==> src/rtl/ast_mac_pipe_if.sv <==
// Bus bundle for the ast_mac_pipe processing element: operand stream in,
// forwarded operands out, and the dot-product result handshake.
interface ast_mac_pipe_if #(
  parameter int DATAWIDTH = 14,
  parameter int ACCWIDTH  = 32
);
  logic                 in_valid;
  logic                 in_ready;
  logic [DATAWIDTH-1:0] a_in;
  logic [DATAWIDTH-1:0] b_in;
  logic                 signed_mode;
  logic [DATAWIDTH-1:0] a_out;
  logic [DATAWIDTH-1:0] b_out;
  logic                 fwd_valid;
  logic [ACCWIDTH-1:0]  acc_out;
  logic                 overflow;
  logic                 res_valid;
  logic                 res_ready;

  modport master (
    output in_valid, a_in, b_in, signed_mode, res_ready,
    input  in_ready, a_out, b_out, fwd_valid, acc_out, overflow, res_valid
  );

  modport slave (
    input  in_valid, a_in, b_in, signed_mode, res_ready,
    output in_ready, a_out, b_out, fwd_valid, acc_out, overflow, res_valid
  );
endinterface

==> src/rtl/ast_mac_pipe.sv <==
// Three-stage pipelined MAC PE: operand register, product, accumulate.
// Define AST_MAC_SAT_EN for saturating accumulation with a sticky overflow flag.
module ast_mac_pipe #(
  parameter int DATAWIDTH = 14,
  parameter int ACCWIDTH  = 32,
  parameter int K_DEPTH   = 16
) (
  input  logic           clk,
  input  logic           reset,
  ast_mac_pipe_if.slave  bus
);
  localparam int CNT_W = (K_DEPTH > 1) ? $clog2(K_DEPTH) : 1;
  localparam int PW    = 2 * DATAWIDTH;
  localparam logic [CNT_W-1:0] LAST_CNT = CNT_W'(K_DEPTH - 1);

  // Handshakes: a transfer happens on a rising edge where valid & ready are both
  // high. Inputs transfer on in_valid & in_ready; results on res_valid & res_ready.
  // A pending unconsumed result freezes the whole pipeline (in_ready = ~stall).
  logic stall, accept, first, last, fire3;

  logic [CNT_W-1:0]     cnt_q, cnt_d;
  logic                 s1_valid_q, s1_valid_d, s1_first_q, s1_first_d;
  logic                 s1_last_q, s1_last_d, s1_sgn_q, s1_sgn_d;
  logic [DATAWIDTH-1:0] a_q, a_d, b_q, b_d;
  logic                 s2_valid_q, s2_valid_d, s2_first_q, s2_first_d;
  logic                 s2_last_q, s2_last_d, s2_sgn_q, s2_sgn_d;
  logic [ACCWIDTH-1:0]  s2_prod_q, s2_prod_d;
  logic [ACCWIDTH-1:0]  acc_q, acc_d, acc_out_q, acc_out_d;
  logic                 res_valid_q, res_valid_d;

  logic signed [PW-1:0] a_w, b_w, p_s;
  logic [ACCWIDTH-1:0]  prod_ext, base, acc_new;

`ifdef AST_MAC_SAT_EN
  logic [ACCWIDTH:0]    sum;
  logic [ACCWIDTH-1:0]  clamp;
  logic                 sat;
  logic                 ov_q, ov_d, overflow_q, overflow_d;
`endif

  assign stall  = res_valid_q & ~bus.res_ready & ~reset;
  assign accept = bus.in_valid & ~stall;
  assign first  = (cnt_q == '0);
  assign last   = (cnt_q == LAST_CNT);
  assign fire3  = s2_valid_q & ~stall;

  // Operands are widened by one bit so the same signed multiplier serves both modes.
  always_comb begin
    a_w      = PW'($signed({s1_sgn_q & a_q[DATAWIDTH-1], a_q}));
    b_w      = PW'($signed({s1_sgn_q & b_q[DATAWIDTH-1], b_q}));
    p_s      = a_w * b_w;
    prod_ext = s1_sgn_q ? ACCWIDTH'(p_s) : ACCWIDTH'($unsigned(p_s));
    base     = s2_first_q ? '0 : acc_q;
`ifdef AST_MAC_SAT_EN
    if (s2_sgn_q) begin
      sum   = {base[ACCWIDTH-1], base} + {s2_prod_q[ACCWIDTH-1], s2_prod_q};
      sat   = sum[ACCWIDTH] ^ sum[ACCWIDTH-1];
      clamp = sum[ACCWIDTH] ? {1'b1, {(ACCWIDTH-1){1'b0}}} : {1'b0, {(ACCWIDTH-1){1'b1}}};
    end else begin
      sum   = {1'b0, base} + {1'b0, s2_prod_q};
      sat   = sum[ACCWIDTH];
      clamp = '1;
    end
    acc_new = sat ? clamp : sum[ACCWIDTH-1:0];
`else
    acc_new = base + s2_prod_q;
`endif
  end

  always_comb begin
    cnt_d       = cnt_q;
    s1_valid_d  = s1_valid_q;
    s1_first_d  = s1_first_q;
    s1_last_d   = s1_last_q;
    s1_sgn_d    = s1_sgn_q;
    a_d         = a_q;
    b_d         = b_q;
    s2_valid_d  = s2_valid_q;
    s2_first_d  = s2_first_q;
    s2_last_d   = s2_last_q;
    s2_sgn_d    = s2_sgn_q;
    s2_prod_d   = s2_prod_q;
    acc_d       = acc_q;
    acc_out_d   = acc_out_q;
    res_valid_d = res_valid_q;
`ifdef AST_MAC_SAT_EN
    ov_d        = ov_q;
    overflow_d  = overflow_q;
`endif
    if (!stall) begin
      s1_valid_d = accept;
      if (accept) begin
        cnt_d      = last ? '0 : cnt_q + CNT_W'(1);
        a_d        = bus.a_in;
        b_d        = bus.b_in;
        s1_first_d = first;
        s1_last_d  = last;
        s1_sgn_d   = first ? bus.signed_mode : s1_sgn_q;
      end
      s2_valid_d = s1_valid_q;
      s2_first_d = s1_first_q;
      s2_last_d  = s1_last_q;
      s2_sgn_d   = s1_sgn_q;
      s2_prod_d  = prod_ext;
    end
    if (res_valid_q && bus.res_ready) res_valid_d = 1'b0;
    if (fire3) begin
      acc_d = acc_new;
`ifdef AST_MAC_SAT_EN
      ov_d  = (s2_first_q ? 1'b0 : ov_q) | sat;
`endif
      if (s2_last_q) begin
        acc_out_d   = acc_new;
        res_valid_d = 1'b1;
`ifdef AST_MAC_SAT_EN
        overflow_d  = (s2_first_q ? 1'b0 : ov_q) | sat;
`endif
      end
    end
  end

  always_ff @(posedge clk) begin
    if (reset) begin
      cnt_q       <= '0;
      s1_valid_q  <= 1'b0;
      s1_first_q  <= 1'b0;
      s1_last_q   <= 1'b0;
      s1_sgn_q    <= 1'b0;
      a_q         <= '0;
      b_q         <= '0;
      s2_valid_q  <= 1'b0;
      s2_first_q  <= 1'b0;
      s2_last_q   <= 1'b0;
      s2_sgn_q    <= 1'b0;
      s2_prod_q   <= '0;
      acc_q       <= '0;
      acc_out_q   <= '0;
      res_valid_q <= 1'b0;
`ifdef AST_MAC_SAT_EN
      ov_q        <= 1'b0;
      overflow_q  <= 1'b0;
`endif
    end else begin
      cnt_q       <= cnt_d;
      s1_valid_q  <= s1_valid_d;
      s1_first_q  <= s1_first_d;
      s1_last_q   <= s1_last_d;
      s1_sgn_q    <= s1_sgn_d;
      a_q         <= a_d;
      b_q         <= b_d;
      s2_valid_q  <= s2_valid_d;
      s2_first_q  <= s2_first_d;
      s2_last_q   <= s2_last_d;
      s2_sgn_q    <= s2_sgn_d;
      s2_prod_q   <= s2_prod_d;
      acc_q       <= acc_d;
      acc_out_q   <= acc_out_d;
      res_valid_q <= res_valid_d;
`ifdef AST_MAC_SAT_EN
      ov_q        <= ov_d;
      overflow_q  <= overflow_d;
`endif
    end
  end

  assign bus.in_ready  = ~stall;
  assign bus.a_out     = a_q;
  assign bus.b_out     = b_q;
  assign bus.fwd_valid = s1_valid_q & ~stall;
  assign bus.acc_out   = acc_out_q;
  assign bus.res_valid = res_valid_q;
`ifdef AST_MAC_SAT_EN
  assign bus.overflow  = overflow_q;
`else
  assign bus.overflow  = 1'b0;
`endif
endmodule

==> src/flat_wrapper.sv <==
// flat-port wrapper written by rule: the top's interface ports become plain ports
module ast_mac_pipe_flat 
#(
  parameter int DATAWIDTH = 14,
  parameter int ACCWIDTH  = 32,
  parameter int K_DEPTH   = 16
)
  (clk, reset, bus_in_valid, bus_a_in, bus_b_in, bus_signed_mode, bus_res_ready, bus_in_ready, bus_a_out, bus_b_out, bus_fwd_valid, bus_acc_out, bus_overflow, bus_res_valid);
  ast_mac_pipe_if #(.DATAWIDTH(DATAWIDTH), .ACCWIDTH(ACCWIDTH)) bus_i ();
  input  logic clk;
  input  logic reset;
  input wire logic [$bits(bus_i.in_valid)-1:0] bus_in_valid;
  input wire logic [$bits(bus_i.a_in)-1:0] bus_a_in;
  input wire logic [$bits(bus_i.b_in)-1:0] bus_b_in;
  input wire logic [$bits(bus_i.signed_mode)-1:0] bus_signed_mode;
  input wire logic [$bits(bus_i.res_ready)-1:0] bus_res_ready;
  output wire logic [$bits(bus_i.in_ready)-1:0] bus_in_ready;
  output wire logic [$bits(bus_i.a_out)-1:0] bus_a_out;
  output wire logic [$bits(bus_i.b_out)-1:0] bus_b_out;
  output wire logic [$bits(bus_i.fwd_valid)-1:0] bus_fwd_valid;
  output wire logic [$bits(bus_i.acc_out)-1:0] bus_acc_out;
  output wire logic [$bits(bus_i.overflow)-1:0] bus_overflow;
  output wire logic [$bits(bus_i.res_valid)-1:0] bus_res_valid;
  assign bus_i.in_valid = bus_in_valid;
  assign bus_i.a_in = bus_a_in;
  assign bus_i.b_in = bus_b_in;
  assign bus_i.signed_mode = bus_signed_mode;
  assign bus_i.res_ready = bus_res_ready;
  assign bus_in_ready = bus_i.in_ready;
  assign bus_a_out = bus_i.a_out;
  assign bus_b_out = bus_i.b_out;
  assign bus_fwd_valid = bus_i.fwd_valid;
  assign bus_acc_out = bus_i.acc_out;
  assign bus_overflow = bus_i.overflow;
  assign bus_res_valid = bus_i.res_valid;
  ast_mac_pipe #(.DATAWIDTH(DATAWIDTH), .ACCWIDTH(ACCWIDTH), .K_DEPTH(K_DEPTH)) u_core (.clk(clk), .reset(reset), .bus(bus_i));
endmodule
==> config.mk <==
export PLATFORM = sky130hd
export DESIGN_NAME = ast_mac_pipe_flat
export DESIGN_NICKNAME = d
export VERILOG_FILES = /design/src/rtl/ast_mac_pipe_if.sv /design/src/rtl/ast_mac_pipe.sv /design/src/flat_wrapper.sv
export SDC_FILE = /design/constraint.sdc
export NUM_CORES = 1
export LEC_CHECK = 0
export CORE_ASPECT_RATIO = 1.5
export CORE_MARGIN = 10
export CORE_UTILIZATION = 55
export CTS_CLUSTER_SIZE = 40
export DETAILED_ROUTE_END_ITERATION = 10
export PLACE_DENSITY = 0.86
export SYNTH_ARGS = -nofsm -noshare
export SYNTH_HDL_FRONTEND = slang
export SYNTH_SLANG_ARGS = --single-unit
==> constraint.sdc <==
create_clock -name clk -period 7.2 [get_ports clk]
set_clock_uncertainty 0.1 [all_clocks]
set_input_delay 1.8 -clock clk [delete_from_list [all_inputs] [get_ports clk]]
set_output_delay 1.8 -clock clk [all_outputs]
set_load 0.02 [all_outputs]
* Word-level counts from Yosys, hierarchy flattened
Index checks and enable logic that the tools add are counted.
Widths: inputs -> output; s select.
** Storage, ports and cells
- Register bits :: 136
- Bits of input ports :: 33
- Output and inout bits :: 64
** Cells by class
- $add $sub $neg :: 2
- Multiply operators :: 1
- Eq/ne operators :: 1
- Multiplexer cells :: 6
- Bitwise operators :: 10
- Reduce and logical (&&, ||, !) cells :: 5
** Operator list (number)
- $mux 32 :: 2
- $add 32x32->32 :: 1
- $mul 15x15->28 :: 1
- $and 1x1->1 :: 7
- $add 4x1->4 const B :: 1
- $eq 4x4->1 const B :: 1
- $logic_not 4->1 :: 1
- $mux 4 :: 1
- $reduce_and 2->1 :: 2
- $mux 1 :: 3
- $not 1->1 :: 3
- $reduce_and 3->1 :: 1
- $logic_and 1x1->1 :: 1

* Logic depth before layout (Yosys ltp)
- Depth in word-level cells :: 6
- Mapped depth :: 23
- Mapped depth without buffers :: 22

* Worst setup path before layout
Ideal clock, no wire load.
- Path type :: reg-to-reg
- Start point :: register u_core.a_q[13], in the netlist u_core.bus.a_out[13]
- End point :: register u_core.s2_prod_q[22]
- Arrival :: 5983 ps
- Path slack :: 995 ps
- Stages on the path, launching flop included :: 23
- Path buffers :: 1
- Cells stage by stage :: dfxtp_1 -> and2_1 -> clkbuf_1 -> nand2_1 -> fa_1 -> inv_1 -> fa_1 -> inv_1 -> fa_1 -> inv_1 -> fa_1 -> inv_1 -> fa_1 -> inv_1 -> fa_1 -> ha_1 -> a21o_1 -> a2111oi_0 -> o21ai_0 -> a41oi_1 -> o21ai_0 -> mux2i_1 -> a311o_1
** On the way
- Longest elaborated chain between the ends :: 3
** RTL lines
- start: declaration :: line ast_mac_pipe.sv:24 : logic [DATAWIDTH-1:0] a_q, a_d, b_q, b_d;
- start signal: assignment :: line ast_mac_pipe.sv:129 : a_q <= '0;
- start signal: assignment :: line ast_mac_pipe.sv:149 : a_q <= a_d;
- $and 1x1->1 :: line ast_mac_pipe.sv:49 : a_w = PW'($signed({s1_sgn_q & a_q[DATAWIDTH-1], a_q}));
- $mul 15x15->28 (*) :: line ast_mac_pipe.sv:51 : p_s = a_w * b_w;
- $mux 32 (*) :: line ast_mac_pipe.sv:52 : prod_ext = s1_sgn_q ? ACCWIDTH'(p_s) : ACCWIDTH'($unsigned(p_s));
- end signal: assignment :: line ast_mac_pipe.sv:155 : s2_prod_q <= s2_prod_d;
- end: declaration :: line ast_mac_pipe.sv:27 : logic [ACCWIDTH-1:0] s2_prod_q, s2_prod_d;
Mark *: on every way between the ends. The rest lies on a longest branch, timed or not.
A chain may end at the register's enable or synchronous reset.

* Worst setup path after layout
- Start point :: register u_core.b_q[0], in the netlist u_core.bus.b_out[0]
- End point :: register u_core.s2_prod_q[27]
** On the way
- Longest elaborated chain between the ends :: 2
** RTL lines
- start: declaration :: line ast_mac_pipe.sv:24
- start signal: assignment :: line ast_mac_pipe.sv:130 : b_q <= '0;
- start signal: assignment :: line ast_mac_pipe.sv:150 : b_q <= b_d;
- $mul 15x15->28 :: line ast_mac_pipe.sv:51
- $mux 32 :: line ast_mac_pipe.sv:52
Every way passes these cells.

==> results.cfg <==
[cts]
clk_latency_ns = 0.45
cts_sinks = 133
htreeDepth = 4
cts_resized = 0
post_cts_buffers = 0
cts_buffers = 17
cts_tree = yes
clk_pin_slew_ns = 0.07
root_buffer = clkbuf_16
hold_buffers = 0
cts_buffer_depth = 2

[floorplanning]
die_h_um = 221
num_rows = 73
die_width_um = 154
coreArea_mm2 = 0.0266
start_util_pct = 55.7
num_io_pins = 97
die_area_mm2 = 0.0340

[setup_path]
cp_data_arrival_time_ns = 7.07
cp_max_fo = 17
critPathTopFamily = adder cells
end_kind = flop
start_kind = flop
worstPathRequired_ns = 7.48
crit_path_max_incr_delay_ns = 0.79
path_cells = nand2_1, inv_1, fa_1, fa_1, inv_1, fa_1, inv_1, fa_1, inv_1, fa_1, fa_1, inv_1, ha_1, and3_1, nand3_1, nand2_1, o31ai_1, a211oi_1, or3_1, nand3_1
path_buf_inv = 5
critical_path_class = flop to flop
crit_top_cell = fa_1
cp_slowest_cell = fa_1

[drt]
drt-wirelength-per-cell_um = 18.1
first_iter_violations = 901
routed_wl_um = 39900
drc_errors = 0
antenna_left = 0
drt_pass1_iterations = 6
avgViaCountPerCell = 5.74
vias = 12600

[global_route]
grt_pass1_wl_um = 65100
antenna_found_initial = 0
grt_pass1_vias = 13200
grt_max_degree = 75
grtUsageTotal_pct = 23.0
grt_overflow_total = 0

[power_and_ir_drop]
p_int_w = 0.00151
power_density_mw_per_mm2 = 133
combPwrFrac_pct = 21.3
swShare_pct = 31.6
p_sw_w = 0.000697
p_leak_nw = 7.57
vdd_ir_drop_max_mv = 0.179
power.share.clock_pct = 41.4
p_seq_share_pct = 37.3

[timing]
worst_slew_pin_slew_ns = 0.813
finalHoldViolations = 0
hold_ws_ns = 0.348
maxSlewViolCount = 0
max_slew_margin_pct = 45.8
fin_crit_sh_pct = 94.3
timing.fmax_mhz = 147
finalSetupViolCount = 0
fin_crit_ns = 6.79
rsz0062_at_grt = no
fin_tns_setup_ns = 0

[worst_hold_path]
hp-class = flop to flop

[cells_and_area]
stdcell_count = 2200
syn_to_final_growth_pct = 12.4
nNetsFinal = 2204
nFillCells = 2169
drive_gt1_share_pct = 3.86
seqCellArea_mm2 = 0.00266
diodes = 0
multi_input_area_mm2 = 0.0108

[synthesis]
async_flop_share_pct = 0
yosys_register_bits = 133
yosysSeqAreaShare_pct = 18.0
synth_edf_count = 0
synthesis.area_mm2 = 0.0148
synthesis.nets = 2151
yosys_warnings = 0
netlist_instances = 1797
avgSynthCellArea_um2 = 8.24
synthFlopType = dfxtp_1
synth.distinct_cells = 59

[job]
max_cap_viol_count = 0

[placed_design]
port_buffers = 95
dpl.cell_count = 2168
place_congestion = 0.961
hpwl_um = 30500

[run_status]
status = finished, final reports clean
worst min-delay path, stage by stage, from the launching register on:
cell,delay (ns)
dfxtp_1,0.30
nand2_1,0.05
a21oi_1,0.05
kinds of logic after synthesis:
group | share of synthesized area, %
simple gates | 20.0
buf+inv | 9.35
flops | 18.0
fa+ha+maj | 37.8
other cells | 0.0253
mux | 0.203
xor+xnor | 2.90
compound gates | 11.7
power groups by stage:
stage / Combinational, W / Sequential [W] / Clock, W
floorplan: 0.000330 / 0.000813 / 0
global placement: 0.000440 / 0.000834 / 0
detailed placement: 0.000462 / 0.000835 / 0
CTS: 0.000466 / 0.000820 / 0.000922
global route: 0.000523 / 0.000825 / 0.000949
finish: 0.000469 / 0.000824 / 0.000914
flip-flops by register name, summed over array words and instances, names as in the netlist:
signal                cells
u_core.s2_last_q          1
u_core.s1_last_q          1
u_core.s1_sgn_q           1
u_core.s1_first_q         1
u_core.s2_first_q         1
u_core.bus.b_out         14
u_core.s1_valid_q         1
u_core.bus.acc_out       32
u_core.acc_q             32
u_core.bus.res_valid      1
u_core.cnt_q              4
u_core.s2_valid_q         1
u_core.s2_prod_q         29
u_core.bus.a_out         14
metrics by stage:
stage          cell area [um2]  utilization (%)  total power (W)  setup slack, ns
2_1_floorplan            14800                -          0.00114            0.995
3_3_place_gp             16000             60.4          0.00127            0.741
3_5_place_dp             16000             60.4          0.00130            0.606
4_1_cts                  16600             62.6          0.00221            0.515
5_1_grt                  16600             62.6          0.00230            0.146
6_report                 16600             62.6          0.00221            0.410
per-layer routing:
metal / vias up / global-route usage, % / part of all wire (%)
li1: 5798 / - / -
met1: 6111 / 26.1 / 38
met2: 565 / 39.9 / 50
met3: 161 / 4.43 / 7.1
met4: 0 / 11.7 / 5.1
met5: - / 0 / 0
final timing paths:
| check | start | to | slack [ns] | cells past startpoint |
|---|---|---|---|---|
| worst min register to register | u_core.acc_q[3]$_SDFFE_PP0P_ | u_core.acc_q[3]$_SDFFE_PP0P_ | 0.35 | 2 |
| worst max register to register | u_core.bus.b_out[0]$_SDFFE_PP0P_ | u_core.s2_prod_q[27]$_SDFFE_PP0N_ | 0.41 | 20 |
| worst min-delay path | u_core.acc_q[3]$_SDFFE_PP0P_ | u_core.acc_q[3]$_SDFFE_PP0P_ | 0.35 | 2 |
| worst max-delay path | u_core.bus.b_out[0]$_SDFFE_PP0P_ | u_core.s2_prod_q[27]$_SDFFE_PP0N_ | 0.41 | 20 |
final cells by class:
class                   count  share of cell area [%]
repair buffers            120                    6.82
well taps                 337                    2.53
clock buffers              19                    2.60
clock inverters            13                    1.01
flip-flops and latches    133                    16.0
inverters                 282                    6.36
multi-input cells        1296                    64.7
cells in the mapped netlist, drive strengths merged (22+ instances only):
cell type	n	area (um2)
a21oi	129	649
and2	75	469
clkbuf	81	304
dfxtp	133	2660
fa	211	4220
ha	110	1380
inv	282	1060
nand2	347	1300
nand3	52	260
nor2	48	180
nor2b	41	257
nor3	22	110
o21ai	45	225
xnor2	42	368
cells in the final DEF (no fill, tap or decap), drive strengths merged, types with 5 or more instances in the layout:
master / Yosys / routed
nand2: 347 / 347
clkinv: 0 / 5
a21oi: 129 / 129
ha: 110 / 110
o311ai: 5 / 5
xnor2: 42 / 42
o21a: 14 / 14
dfxtp: 133 / 133
or2: 7 / 7
nor2b: 41 / 41
inv: 282 / 286
nand4: 9 / 9
nand3: 52 / 52
and3: 9 / 9
o21ai: 45 / 45
fa: 211 / 211
clkdlybuf4s50: 0 / 94
a21o: 18 / 18
buf: 5 / 26
nor2: 48 / 48
xor2: 7 / 7
nor3: 22 / 22
and2: 75 / 75
clkbuf: 81 / 19
or3: 10 / 10
o211ai: 11 / 11
nand2b: 6 / 6
a211oi: 18 / 18
o31ai: 8 / 8
Power figures use the tool's default switching activity.
